## src/rtl/alu_arbiter.sv

```systemverilog
// Two-requester round-robin front end for a single shared combinational ALU.
// Each accepted operation is presented to the ALU for one cycle, then held as a response until the owner takes it.
module alu_arbiter #(
    parameter logic [3:0] FLAGS_INIT = 4'b0000,
    parameter logic       PRI_INIT   = 1'b0
) (
    input  logic        clk,
    input  logic        reset_n,

    input  logic        req0_valid,
    output logic        req0_ready,
    input  logic [31:0] req0_a,
    input  logic [31:0] req0_b,
    input  logic [1:0]  req0_op,
    input  logic        req0_setflags,

    input  logic        req1_valid,
    output logic        req1_ready,
    input  logic [31:0] req1_a,
    input  logic [31:0] req1_b,
    input  logic [1:0]  req1_op,
    input  logic        req1_setflags,

    output logic [31:0] alu_a,
    output logic [31:0] alu_b,
    output logic [1:0]  alu_op,
    input  logic [31:0] alu_c,
    input  logic        alu_zero,
    input  logic        alu_negative,
    input  logic        alu_carry,
    input  logic        alu_overflow,

    output logic        rsp0_valid,
    input  logic        rsp0_ready,
    output logic [31:0] rsp0_c,

    output logic        rsp1_valid,
    input  logic        rsp1_ready,
    output logic [31:0] rsp1_c,

    output logic [3:0]  flags,
    output logic        busy
);

    typedef enum logic [1:0] {
        IDLE = 2'd0,
        EXEC = 2'd1,
        RESP = 2'd2
    } state_t;

    state_t      state;
    state_t      state_nxt;

    logic        pri;        // requester that wins when both are valid
    logic        owner;      // requester whose operation is in flight
    logic        gnt_id;
    logic        accept;

    logic [31:0] lat_a;
    logic [31:0] lat_b;
    logic [1:0]  lat_op;
    logic        lat_sf;
    logic [31:0] result;
    logic [3:0]  flags_q;

    logic [31:0] sel_a;
    logic [31:0] sel_b;
    logic [1:0]  sel_op;
    logic        sel_sf;
    logic        owner_rsp_ready;

    // NOTE: every signal written here gets a default first, so no path through the case can infer a latch.
    always_comb begin
        state_nxt  = state;
        accept     = 1'b0;
        gnt_id     = pri;
        req0_ready = 1'b0;
        req1_ready = 1'b0;
        rsp0_valid = 1'b0;
        rsp1_valid = 1'b0;

        case (state)
            IDLE: begin
                if (!(req0_valid && req1_valid)) begin
                    gnt_id = req1_valid;
                end
                // Ready is gated by reset_n so nothing is offered while reset is held.
                if (reset_n && (req0_valid || req1_valid)) begin
                    accept     = 1'b1;
                    req0_ready = ~gnt_id;
                    req1_ready = gnt_id;
                    state_nxt  = EXEC;
                end
            end
            EXEC: begin
                state_nxt = RESP;
            end
            RESP: begin
                rsp0_valid = ~owner;
                rsp1_valid = owner;
                if (owner_rsp_ready) begin
                    state_nxt = IDLE;
                end
            end
            default: begin
                state_nxt = IDLE;
            end
        endcase
    end

    assign owner_rsp_ready = owner ? rsp1_ready : rsp0_ready;

    assign sel_a  = gnt_id ? req1_a        : req0_a;
    assign sel_b  = gnt_id ? req1_b        : req0_b;
    assign sel_op = gnt_id ? req1_op       : req0_op;
    assign sel_sf = gnt_id ? req1_setflags : req0_setflags;

    // NOTE: sequential state uses non-blocking assignments so every register samples pre-edge values.
    always_ff @(posedge clk or negedge reset_n) begin
        if (!reset_n) begin
            state <= IDLE;
            pri   <= PRI_INIT;
            owner <= 1'b0;
        end else begin
            state <= state_nxt;
            if (accept) begin
                pri   <= ~gnt_id;
                owner <= gnt_id;
            end
        end
    end

    // NOTE: datapath registers are reset too, because the ALU-facing and response outputs must read 0 after reset.
    always_ff @(posedge clk or negedge reset_n) begin
        if (!reset_n) begin
            lat_a   <= '0;
            lat_b   <= '0;
            lat_op  <= '0;
            lat_sf  <= 1'b0;
            result  <= '0;
            flags_q <= FLAGS_INIT;
        end else begin
            if (accept) begin
                lat_a  <= sel_a;
                lat_b  <= sel_b;
                lat_op <= sel_op;
                lat_sf <= sel_sf;
            end
            if (state == EXEC) begin
                result <= alu_c;
                if (lat_sf) begin
                    flags_q <= {alu_negative, alu_zero, alu_carry, alu_overflow};
                end
            end
        end
    end

    // Latched operands only change on accept, so the ALU inputs hold their last values outside EXEC.
    assign alu_a  = lat_a;
    assign alu_b  = lat_b;
    assign alu_op = lat_op;

    assign rsp0_c = result;
    assign rsp1_c = result;
    assign flags  = flags_q;
    assign busy   = (state != IDLE);

endmodule

```

## config.mk

```make
export PLATFORM = sky130hd
export DESIGN_NAME = alu_arbiter
export DESIGN_NICKNAME = d
export VERILOG_FILES = /design/src/rtl/alu_arbiter.sv
export SDC_FILE = /design/constraint.sdc
export NUM_CORES = 1
export LEC_CHECK = 0
export ABC_AREA = 0
export BUFFER_PORTS_ARGS = -buffer_cell sky130_fd_sc_hd__buf_4
export CELL_PAD_IN_SITES_DETAIL_PLACEMENT = 1
export CELL_PAD_IN_SITES_GLOBAL_PLACEMENT = 2
export CORE_ASPECT_RATIO = 2
export CORE_MARGIN = 1.5
export CORE_UTILIZATION = 23
export DETAILED_ROUTE_END_ITERATION = 8
export GPL_ROUTABILITY_DRIVEN = 0
export MAX_ROUTING_LAYER = met4
export PLACE_DENSITY_LB_ADDON = 0.1
export SYNTH_ARGS = -nofsm -noshare
export SYNTH_HDL_FRONTEND = slang
export SYNTH_SLANG_ARGS = --single-unit
```

## constraint.sdc

```tcl
create_clock -name clk -period 2.05 [get_ports clk]
set_clock_uncertainty 0.05 [all_clocks]
set_input_delay 0.3075 -clock clk [delete_from_list [all_inputs] [get_ports clk]]
set_output_delay 0.3075 -clock clk [all_outputs]
set_load 0.02 [all_outputs]
```

==> flow_summary.html, run 1 <==
<table>
<tr><th>Metric</th><th>Value</th></tr>
<tr><th colspan="2">Logic synthesis</th></tr>
<tr><td>Area of the mapped netlist</td><td>4892 µm²</td></tr>
<tr><td>Main combinational cell family by area after synthesis</td><td>compound AO/OA/AOI/OAI gates</td></tr>
<tr><td>Post-synthesis share of cell area spent on full adders, half adders and majority gates</td><td>0</td></tr>
<tr><td>Sequential area share after synthesis</td><td>0.5473</td></tr>
<tr><td>Syn_nets</td><td>675</td></tr>
<tr><td>Dominant cells by area after synthesis</td><td>sky130_fd_sc_hd__dfrtp_1, sky130_fd_sc_hd__a21oi_1, sky130_fd_sc_hd__mux2_2, sky130_fd_sc_hd__buf_4, sky130_fd_sc_hd__nor2_1</td></tr>
<tr><td>Share of synthesized cell area in and, or, nand and nor gates</td><td>0.1148</td></tr>
<tr><td>Top cell type by total area after synthesis</td><td>sky130_fd_sc_hd__dfrtp_1</td></tr>
<tr><td>Fraction of the mapped netlist area in compound gates</td><td>0.1535</td></tr>
<tr><td>Xor and xnor fraction of the mapped netlist area</td><td>0</td></tr>
<tr><td>Multiplexer share of the synthesized area</td><td>0.08517</td></tr>
<tr><td>Synth Instances</td><td>~500</td></tr>
<tr><td>Unique masters post-synth</td><td>23</td></tr>
<tr><td>Post-Synthesis Mean Instance Area</td><td>9.804 µm²</td></tr>
<tr><td>Number of storage elements in the synthesis netlist</td><td>between 100 and 150</td></tr>
<tr><td>Synth top area share</td><td>0.5473</td></tr>
<tr><td>Number of warning messages in the yosys log</td><td>0</td></tr>
<tr><th colspan="2">Detailed routing</th></tr>
<tr><td>Average via count per standard cell</td><td>about 4.5</td></tr>
<tr><td>Final routed wirelength across all metal layers</td><td>19.00 mm</td></tr>
<tr><td>Max layer used</td><td>met4</td></tr>
<tr><td>Total length of routed met2 wires</td><td>between 10 and 15 mm</td></tr>
<tr><td>Number of remaining DRC errors</td><td>0</td></tr>
<tr><td>Met1 layer wirelength in the final routing</td><td>6.485 mm</td></tr>
<tr><td>Per-cell routed wire length</td><td>18.13 µm</td></tr>
<tr><td>Number of optimization iterations in the first detailed-route pass</td><td>4</td></tr>
<tr><td>Antenna Violating Nets Remaining</td><td>0</td></tr>
<tr><td>Detailed route wirelength on metal3</td><td>1.131 mm</td></tr>
<tr><td>Number of vias after detailed routing</td><td>between 4k and 5k</td></tr>
<tr><td>Iteration-0 DRC Markers</td><td>122</td></tr>
<tr><th colspan="2">Floorplan</th></tr>
<tr><td>Initial Utilization</td><td>0.2338</td></tr>
<tr><td>Standard cell core area</td><td>20930 µm²</td></tr>
<tr><td>Boundary pin count</td><td>315</td></tr>
<tr><td>Die area</td><td>roughly 22000 µm²</td></tr>
<tr><td>Std-Cell Rows</td><td>75</td></tr>
<tr><td>Vert. Die Dim</td><td>approximately 210 µm</td></tr>
<tr><td>Die width</td><td>106.1 µm</td></tr>
<tr><th colspan="2">Power</th></tr>
<tr><td>Clk pwr share</td><td>0.158</td></tr>
<tr><td>Power per Cell Area</td><td>1700 nW/µm²</td></tr>
<tr><td>Leakage dissipation</td><td>3.666 nW</td></tr>
<tr><td>Internal power summed over all cells</td><td>7.424 mW</td></tr>
<tr><td>Proportion of total power due to net switching</td><td>0.4288</td></tr>
<tr><td>Part of the total power dissipated in sequential elements</td><td>0.295</td></tr>
<tr><td>Switching power total</td><td>5.574 mW</td></tr>
<tr><td>Largest vdd supply drop</td><td>0.5502 mV</td></tr>
<tr><td>Logic pwr share</td><td>0.546</td></tr>
<tr><th colspan="2">Layout</th></tr>
<tr><td>Number of nets at the end of the flow</td><td>949</td></tr>
<tr><td>Ratio of cells with drive above 1 in the final layout</td><td>0.5064</td></tr>
<tr><td>Area added between synthesis and finish</td><td>56.27%</td></tr>
<tr><td>Post-layout util</td><td>0.3653</td></tr>
<tr><th colspan="2">Clock network</th></tr>
<tr><td>Count of hold-fix buffers inserted at cts</td><td>0</td></tr>
<tr><td>CTS sink cnt</td><td>107</td></tr>
<tr><td>Clock slew at the register clock pins of the worst setup and hold paths</td><td>70 ps</td></tr>
<tr><td>H-tree depth</td><td>3</td></tr>
<tr><td>Buffers from clock root to sink, at most</td><td>2</td></tr>
<tr><td>TritonCTS clock tree</td><td>yes</td></tr>
<tr><td>Insertion delay to the later sink of the worst-skew pair</td><td>360 ps</td></tr>
<tr><td>CTS root buf</td><td>sky130_fd_sc_hd__clkbuf_16</td></tr>
<tr><td>Number of buffers inserted during clock tree synthesis</td><td>9</td></tr>
<tr><th colspan="2">Timing</th></tr>
<tr><td>Setup tns final</td><td>0 ps</td></tr>
<tr><td>Setup repair after global routing missed its margin</td><td>no</td></tr>
<tr><td>Portion of the clock cycle consumed by the worst path in the final layout</td><td>0.9546</td></tr>
<tr><td>Count of final setup violators</td><td>0</td></tr>
<tr><td>Shortest clock period the worst path allows after layout</td><td>1957 ps</td></tr>
<tr><td>Final hold viol count</td><td>0</td></tr>
<tr><td>Remaining max-slew budget at the tightest pin</td><td>0.6007</td></tr>
<tr><td>Slew of the pin with the lowest slew margin</td><td>599.0 ps</td></tr>
<tr><td>Max-slew violation total from the final report</td><td>0</td></tr>
<tr><td>Peak clock frequency supported by timing</td><td>511.0 MHz</td></tr>
<tr><td>Worst hold slack</td><td>31.03 ps</td></tr>
<tr><th colspan="2">Setup path</th></tr>
<tr><td>Top fanout value on the critical path</td><td>4</td></tr>
<tr><td>Crit path launch type</td><td>flip-flop</td></tr>
<tr><td>Critical path, cell by cell</td><td>or2_1, or2_4, inv_4, nand2_2, inv_1, buf_4</td></tr>
<tr><td>Critical path's top delay family</td><td>simple AND/OR/NAND/NOR gates</td></tr>
<tr><td>Classification of the worst setup path</td><td>reg -&gt; out</td></tr>
<tr><td>Worst Path Buf+Inv</td><td>3</td></tr>
<tr><td>Type of destination of the critical path</td><td>output port</td></tr>
<tr><td>Number of cells on the worst reg-to-reg path</td><td>6</td></tr>
<tr><td>Crit path depth</td><td>6</td></tr>
<tr><td>Required time of the critical path</td><td>roughly 1700 ps</td></tr>
<tr><td>Worst path arrival time</td><td>1600 ps</td></tr>
<tr><td>Cell type of the slowest stage on the worst timing path</td><td>sky130_fd_sc_hd__dfrtp_1</td></tr>
<tr><td>Max incr delay on CP</td><td>390 ps</td></tr>
<tr><th colspan="2">Global routing</th></tr>
<tr><td>Grt total ovfl</td><td>0</td></tr>
<tr><td>Pin count of the biggest net entering global routing</td><td>108</td></tr>
<tr><td>Via count of the first global-routing pass</td><td>between 5k and 6k</td></tr>
<tr><td>Wire length of the first global-routing pass</td><td>29.28 mm</td></tr>
<tr><td>Antenna violations before repair</td><td>1</td></tr>
<tr><td>All-Layer GR Usage</td><td>0.1792</td></tr>
<tr><th colspan="2">Worst hold path</th></tr>
<tr><td>Tightest Hold Check Type</td><td>in -&gt; async</td></tr>
<tr><th colspan="2">Outcome</th></tr>
<tr><td>Result of the run</td><td>completed</td></tr>
<tr><th colspan="2">Job</th></tr>
<tr><td>Max cap viols</td><td>0</td></tr>
<tr><th colspan="2">Placed design</th></tr>
<tr><td>Buffers on Ports</td><td>314</td></tr>
<tr><td>Detail Placement HPWL</td><td>14.02 mm</td></tr>
</table>
[worst register-to-register path, cell delays in order, from the launching register on]
cell and delay (ps):
sky130_fd_sc_hd__dfrtp_1 390, sky130_fd_sc_hd__buf_4 150, sky130_fd_sc_hd__or3_1 440, sky130_fd_sc_hd__o21a_2 170, sky130_fd_sc_hd__buf_4 250, sky130_fd_sc_hd__a21oi_1 220
sky130_fd_sc_hd__a21oi_1 90
[layout make-up]
| cell class | count | area [µm²] |
|---|---|---|
| diodes | 1 | 2.502 |
| clock buffers | 11 | 242.7 |
| clock inverters | 5 | 100.1 |
| fillers | 2452 | 13280 |
| inverters | 4 | 17.52 |
| multi-input cells | 323 | 1743 |
| flip-flops and latches | 107 | 2678 |
| well taps | 269 | 336.6 |
| repair buffers | 328 | 2525 |
[power by group through the flow]
stage,clock [mW],combinational (mW),sequential (mW)
finish,2.06,7.10,3.84
global route,2.22,7.67,4.01
CTS,2.15,7.28,3.87
detailed placement,0,7.24,3.90
global placement,0,7.11,3.84
floorplan,0,3.15,5.04
[metrics by stage]
step	power [mW]	area (µm²)	cells	setup WS, ps
floorplan	8.182	4892	499	31.07
global placement	10.95	7271	1028	270.8
detailed placement	11.14	7271	1028	179.9
CTS	13.30	7634	1046	17.02
global route	13.89	7645	1048	5.684
finish	13.00	7645	1048	93.09
[per-layer routing]
| metal | vias to the layer above | track usage |
|---|---|---|
| li1 | 2166 | - |
| met1 | 2317 | 0.1775 |
| met2 | 207 | 0.3277 |
| met3 | 30 | 0.04099 |
| met4 | 0 | 0.07968 |
| met5 | - | - |
[cell usage after synthesis]
cell type and n:
sky130_fd_sc_hd__a21boi_0 1, sky130_fd_sc_hd__a21boi_2 1, sky130_fd_sc_hd__a21oi_1 126, sky130_fd_sc_hd__a21oi_2 8, sky130_fd_sc_hd__buf_1 3, sky130_fd_sc_hd__buf_2 6
sky130_fd_sc_hd__buf_4 42, sky130_fd_sc_hd__buf_6 8, sky130_fd_sc_hd__clkbuf_1 6, sky130_fd_sc_hd__clkinv_2 1, sky130_fd_sc_hd__dfrtp_1 107, sky130_fd_sc_hd__inv_1 3
sky130_fd_sc_hd__mux2_2 37, sky130_fd_sc_hd__nand2_1 68, sky130_fd_sc_hd__nand2b_1 2, sky130_fd_sc_hd__nand3b_1 1, sky130_fd_sc_hd__nor2_1 70, sky130_fd_sc_hd__nor3_1 1
sky130_fd_sc_hd__o21a_1 1, sky130_fd_sc_hd__o21ai_0 3, sky130_fd_sc_hd__o21ai_2 1, sky130_fd_sc_hd__or2_1 2, sky130_fd_sc_hd__or3_1 1
[cells by family (layout without fill, tap and decap cells)]
| logic type | after synthesis | in the layout |
|---|---|---|
| and+or+nand+nor | 145 | 145 |
| AOI/OAI and AO/OA | 141 | 141 |
| DFF | 107 | 107 |
| buffers and inverters | 69 | 348 |
| muxes | 37 | 37 |
| other | 0 | 1 |
[worst paths after layout]
| check | slack, ps | endpoint | from |
|---|---|---|---|
| max in group asynchronous | 1500 | alu_a[29] | reset_n |
| min in group clk | 120 | rsp0_c[27] | alu_c[27] |
| max reg2reg | 180 | alu_b[11] | state[1] |
| min | 30 | owner | reset_n |
| max | 90 | req1_ready | state[1] |
| min reg2reg | 470 | flags[1] | flags[1] |
[flip-flops by register name, summed over array words and instances (netlist names)]
signal	count
alu_op	2
alu_a	32
owner	1
alu_b	32
lat_sf	1
state	2
rsp0_c	32
pri	1
flags	4
[layout by cell type, fill, tap and decap left out, drive strengths merged]
cell	count
clkbuf	11
a21boi	2
bufinv	3
o21a	1
a21oi	134
nor3	1
dfrtp	107
nor2	70
clkinv	2
inv	4
nand2b	2
buf	328
nand2	68
mux2	37
o21ai	4
or3	1
nand3b	1
or2	2
diode	1
[timing repair]
item | CTS | global route
resized for setup | 2 | 1
setup buffers | 2 | 1
hold endpoints to repair | 0 | 0
pin swaps | 0 | 2
setup endpoints to repair | 2 | 1
No activity file was read; power rests on OpenSTA's default activity.
==> inputs of run 2 (changes only) <==
GPL_TIMING_DRIVEN = 0   (was unset)
MAX_ROUTING_LAYER = unset   (was met4)
==> run 2 against run 1 <==
The run now ends with hold timing left. Register-to-register slack about the same. Critical path depth unchanged. Via count increased by 4.3%. Clock power decreased by 7%. First-iteration DRC count decreased by 14%. Die area unchanged. Cell area increased by 5.5%.
==> flow_summary.html, run 2 (synthesis gave the netlist of run 1 again) <==
<table>
<tr><th>Metric</th><th>Value</th></tr>
<tr><th colspan="2">Detailed routing</th></tr>
<tr><td>Antenna Violating Nets Remaining</td><td>0</td></tr>
<tr><td>Final routed wirelength across all metal layers</td><td>20.06 mm</td></tr>
<tr><td>Number of optimization iterations in the first detailed-route pass</td><td>4</td></tr>
<tr><td>Number of remaining DRC errors</td><td>0</td></tr>
<tr><td>Per-cell routed wire length</td><td>18.17 µm</td></tr>
<tr><td>Number of vias after detailed routing</td><td>4921</td></tr>
<tr><td>Iteration-0 DRC Markers</td><td>105</td></tr>
<tr><td>Average via count per standard cell</td><td>about 4.5</td></tr>
<tr><th colspan="2">Floorplan</th></tr>
<tr><td>Std-Cell Rows</td><td>75</td></tr>
<tr><td>Vert. Die Dim</td><td>between 200 and 250 µm</td></tr>
<tr><td>Standard cell core area</td><td>approximately 21000 µm²</td></tr>
<tr><td>Die area</td><td>22210 µm²</td></tr>
<tr><td>Boundary pin count</td><td>between 300 and 400</td></tr>
<tr><td>Initial Utilization</td><td>0.2338</td></tr>
<tr><td>Die width</td><td>around 110 µm</td></tr>
<tr><th colspan="2">Setup path</th></tr>
<tr><td>Slack of the worst reg-to-reg path</td><td>170 ps</td></tr>
<tr><td>Top fanout value on the critical path</td><td>4</td></tr>
<tr><td>Type of destination of the critical path</td><td>output port</td></tr>
<tr><td>Worst path arrival time</td><td>between 1500 and 2000 ps</td></tr>
<tr><td>Classification of the worst setup path</td><td>reg -&gt; out</td></tr>
<tr><td>Number of cells on the worst reg-to-reg path</td><td>7</td></tr>
<tr><td>End of the worst register-to-register path</td><td>alu_a[20]</td></tr>
<tr><td>Required time of the critical path</td><td>1690 ps</td></tr>
<tr><td>Worst setup startpoint</td><td>state[1]</td></tr>
<tr><td>Startpoint of the lowest-slack register-to-register path</td><td>state[1]</td></tr>
<tr><td>Crit path launch type</td><td>flip-flop</td></tr>
<tr><th colspan="2">Clock network</th></tr>
<tr><td>Clock slew at the register clock pins of the worst setup and hold paths</td><td>70 ps</td></tr>
<tr><td>H-tree depth</td><td>3</td></tr>
<tr><td>Buffers from clock root to sink, at most</td><td>2</td></tr>
<tr><td>CTS sink cnt</td><td>between 100 and 150</td></tr>
<tr><td>CTS root buf</td><td>sky130_fd_sc_hd__clkbuf_16</td></tr>
<tr><td>TritonCTS clock tree</td><td>yes</td></tr>
<tr><td>Number of buffers inserted during clock tree synthesis</td><td>9</td></tr>
<tr><td>Insertion delay to the later sink of the worst-skew pair</td><td>350 ps</td></tr>
<tr><th colspan="2">Outcome</th></tr>
<tr><td>Failing checks</td><td>hold timing</td></tr>
<tr><td>Result of the run</td><td>finished, violations left</td></tr>
<tr><th colspan="2">Timing</th></tr>
<tr><td>Setup slack of the critical path after layout</td><td>26.85 ps</td></tr>
<tr><td>Shortest clock period the worst path allows after layout</td><td>2023 ps</td></tr>
<tr><td>Worst hold slack</td><td>-257.0 ps</td></tr>
<tr><td>Count of final setup violators</td><td>0</td></tr>
<tr><td>Setup repair after global routing missed its margin</td><td>yes</td></tr>
<tr><td>Peak clock frequency supported by timing</td><td>about 500 MHz</td></tr>
<tr><td>Portion of the clock cycle consumed by the worst path in the final layout</td><td>0.9869</td></tr>
<tr><td>Final hold viol count</td><td>38</td></tr>
<tr><td>Slew of the pin with the lowest slew margin</td><td>553.9 ps</td></tr>
<tr><td>Remaining max-slew budget at the tightest pin</td><td>0.6307</td></tr>
<tr><td>Max-slew violation total from the final report</td><td>0</td></tr>
<tr><th colspan="2">Layout</th></tr>
<tr><td>Most common cell after layout, fill and taps aside</td><td>sky130_fd_sc_hd__buf_4</td></tr>
<tr><td>Area added between synthesis and finish</td><td>64.83%</td></tr>
<tr><td>Number of nets at the end of the flow</td><td>1006</td></tr>
<tr><td>Fillcell total</td><td>2436</td></tr>
<tr><td>Commonest cells after routing, fill and taps aside</td><td>sky130_fd_sc_hd__buf_4, sky130_fd_sc_hd__a21oi_1, sky130_fd_sc_hd__dfrtp_1, sky130_fd_sc_hd__nor2_1, sky130_fd_sc_hd__nand2_1</td></tr>
<tr><td>Ratio of cells with drive above 1 in the final layout</td><td>0.5288</td></tr>
<tr><td>Post-layout util</td><td>0.3854</td></tr>
<tr><th colspan="2">Power</th></tr>
<tr><td>Internal power summed over all cells</td><td>7.775 mW</td></tr>
<tr><td>Clk pwr share</td><td>0.142</td></tr>
<tr><td>Proportion of total power due to net switching</td><td>0.4234</td></tr>
<tr><td>PnR Total Power</td><td>about 13 mW</td></tr>
<tr><td>Leakage dissipation</td><td>3.926 nW</td></tr>
<tr><td>Logic pwr share</td><td>0.573</td></tr>
<tr><td>Power per Cell Area</td><td>1672 nW/µm²</td></tr>
<tr><td>Switching power total</td><td>about 5.7 mW</td></tr>
<tr><td>Largest vdd supply drop</td><td>0.5553 mV</td></tr>
<tr><td>Part of the total power dissipated in sequential elements</td><td>0.284</td></tr>
<tr><th colspan="2">Global routing</th></tr>
<tr><td>Grt total ovfl</td><td>0</td></tr>
<tr><td>Via count of the first global-routing pass</td><td>5525</td></tr>
<tr><td>All-Layer GR Usage</td><td>0.1835</td></tr>
<tr><td>Antenna violations before repair</td><td>1</td></tr>
<tr><td>Wire length of the first global-routing pass</td><td>roughly 31 mm</td></tr>
<tr><td>Pin count of the biggest net entering global routing</td><td>42</td></tr>
<tr><th colspan="2">Placed design</th></tr>
<tr><td>Detail Placement HPWL</td><td>15.91 mm</td></tr>
<tr><td>Worst setup slack before clock tree synthesis</td><td>-558.7 ps</td></tr>
<tr><td>Buffers on Ports</td><td>314</td></tr>
<tr><th colspan="2">Worst hold path</th></tr>
<tr><td>Tightest Hold Check Type</td><td>in -&gt; async</td></tr>
<tr><th colspan="2">Job</th></tr>
<tr><td>Max cap viols</td><td>0</td></tr>
</table>
-- run 2: cell count changes in the layout (fill, tap and decap cells not counted), sizes merged --
cell	before	now
buf	328	377
clkbuf	11	19
bufbuf	0	2
bufinv	3	2
clkinv	2	1
inv	4	3
-- run 2: cell type report --
class                   instances  area, µm²  area share
repair buffers                322       2507      0.3109
well taps                     269      336.6     0.04174
diodes                          1      2.502   0.0003103
flip-flops and latches        107       2678      0.3320
clock inverters                 2      60.06    0.007448
plain buffers                  63      457.9     0.05679
clock buffers                  13      250.2     0.03103
inverters                       4      27.53    0.003414
multi-input cells             323       1744      0.2163
-- run 2: metal layers --
layer  part of all wire  GRT usage  vias to the layer above  wire length (µm)
met5                  0          0                        -                 0
met1               0.33     0.1734                     2387              6524
met3              0.060    0.04037                       37              1194
met4              0.034    0.07829                        0               673
li1                   -          -                     2284                 -
met2               0.58     0.3655                      213             11670
-- run 2: timing repair --
item	4_1_cts	5_1_grt
setup endpoints to repair	2	6
gates resized for setup	12	6
cloned	2	0
endpoints found under the hold margin	38	38
pin swaps	3	1
setup buffers	5	0
-- run 2: critical path, stage by stage, from the launching register on --
cell	delay, ps
sky130_fd_sc_hd__dfrtp_1	380
sky130_fd_sc_hd__or2_1	240
sky130_fd_sc_hd__or2_1	220
sky130_fd_sc_hd__buf_6	150
sky130_fd_sc_hd__buf_12	120
sky130_fd_sc_hd__nor2_4	70
sky130_fd_sc_hd__buf_6	130
-- run 2: worst max-delay path by stage --
stage	end	slack, ps	depth (start not counted)
floorplan	req0_ready	30	6
global placement	req1_ready	-1050	9
detailed placement	req1_ready	-560	10
CTS	req0_ready	-30	6
global route	req0_ready	-50	6
finish	req0_ready	30	6
-- run 2: power groups by stage --
stage          sequential [mW]  clock [mW]  combinational, mW
2_1_floorplan             5.04           0               3.15
3_3_place_gp              3.84           0               7.65
3_5_place_dp              3.90           0               7.80
4_1_cts                   3.85        1.99               7.90
5_1_grt                   3.99        2.07               8.33
6_report                  3.83        1.92               7.73
-- run 2: stage by stage --
stage          hold slack [ps]  std cells  setup TNS (ps)  instance area [µm²]
6_report                -257.0       1104               0                 8064
5_1_grt                 -240.6       1104          -54.39                 8064
4_1_cts                 -246.3       1103          -26.52                 8054
3_5_place_dp             207.0       1083          -20360                 7617
3_3_place_gp             448.7       1082          -54180                 7586
2_1_floorplan           -38.09        499               0                 4892
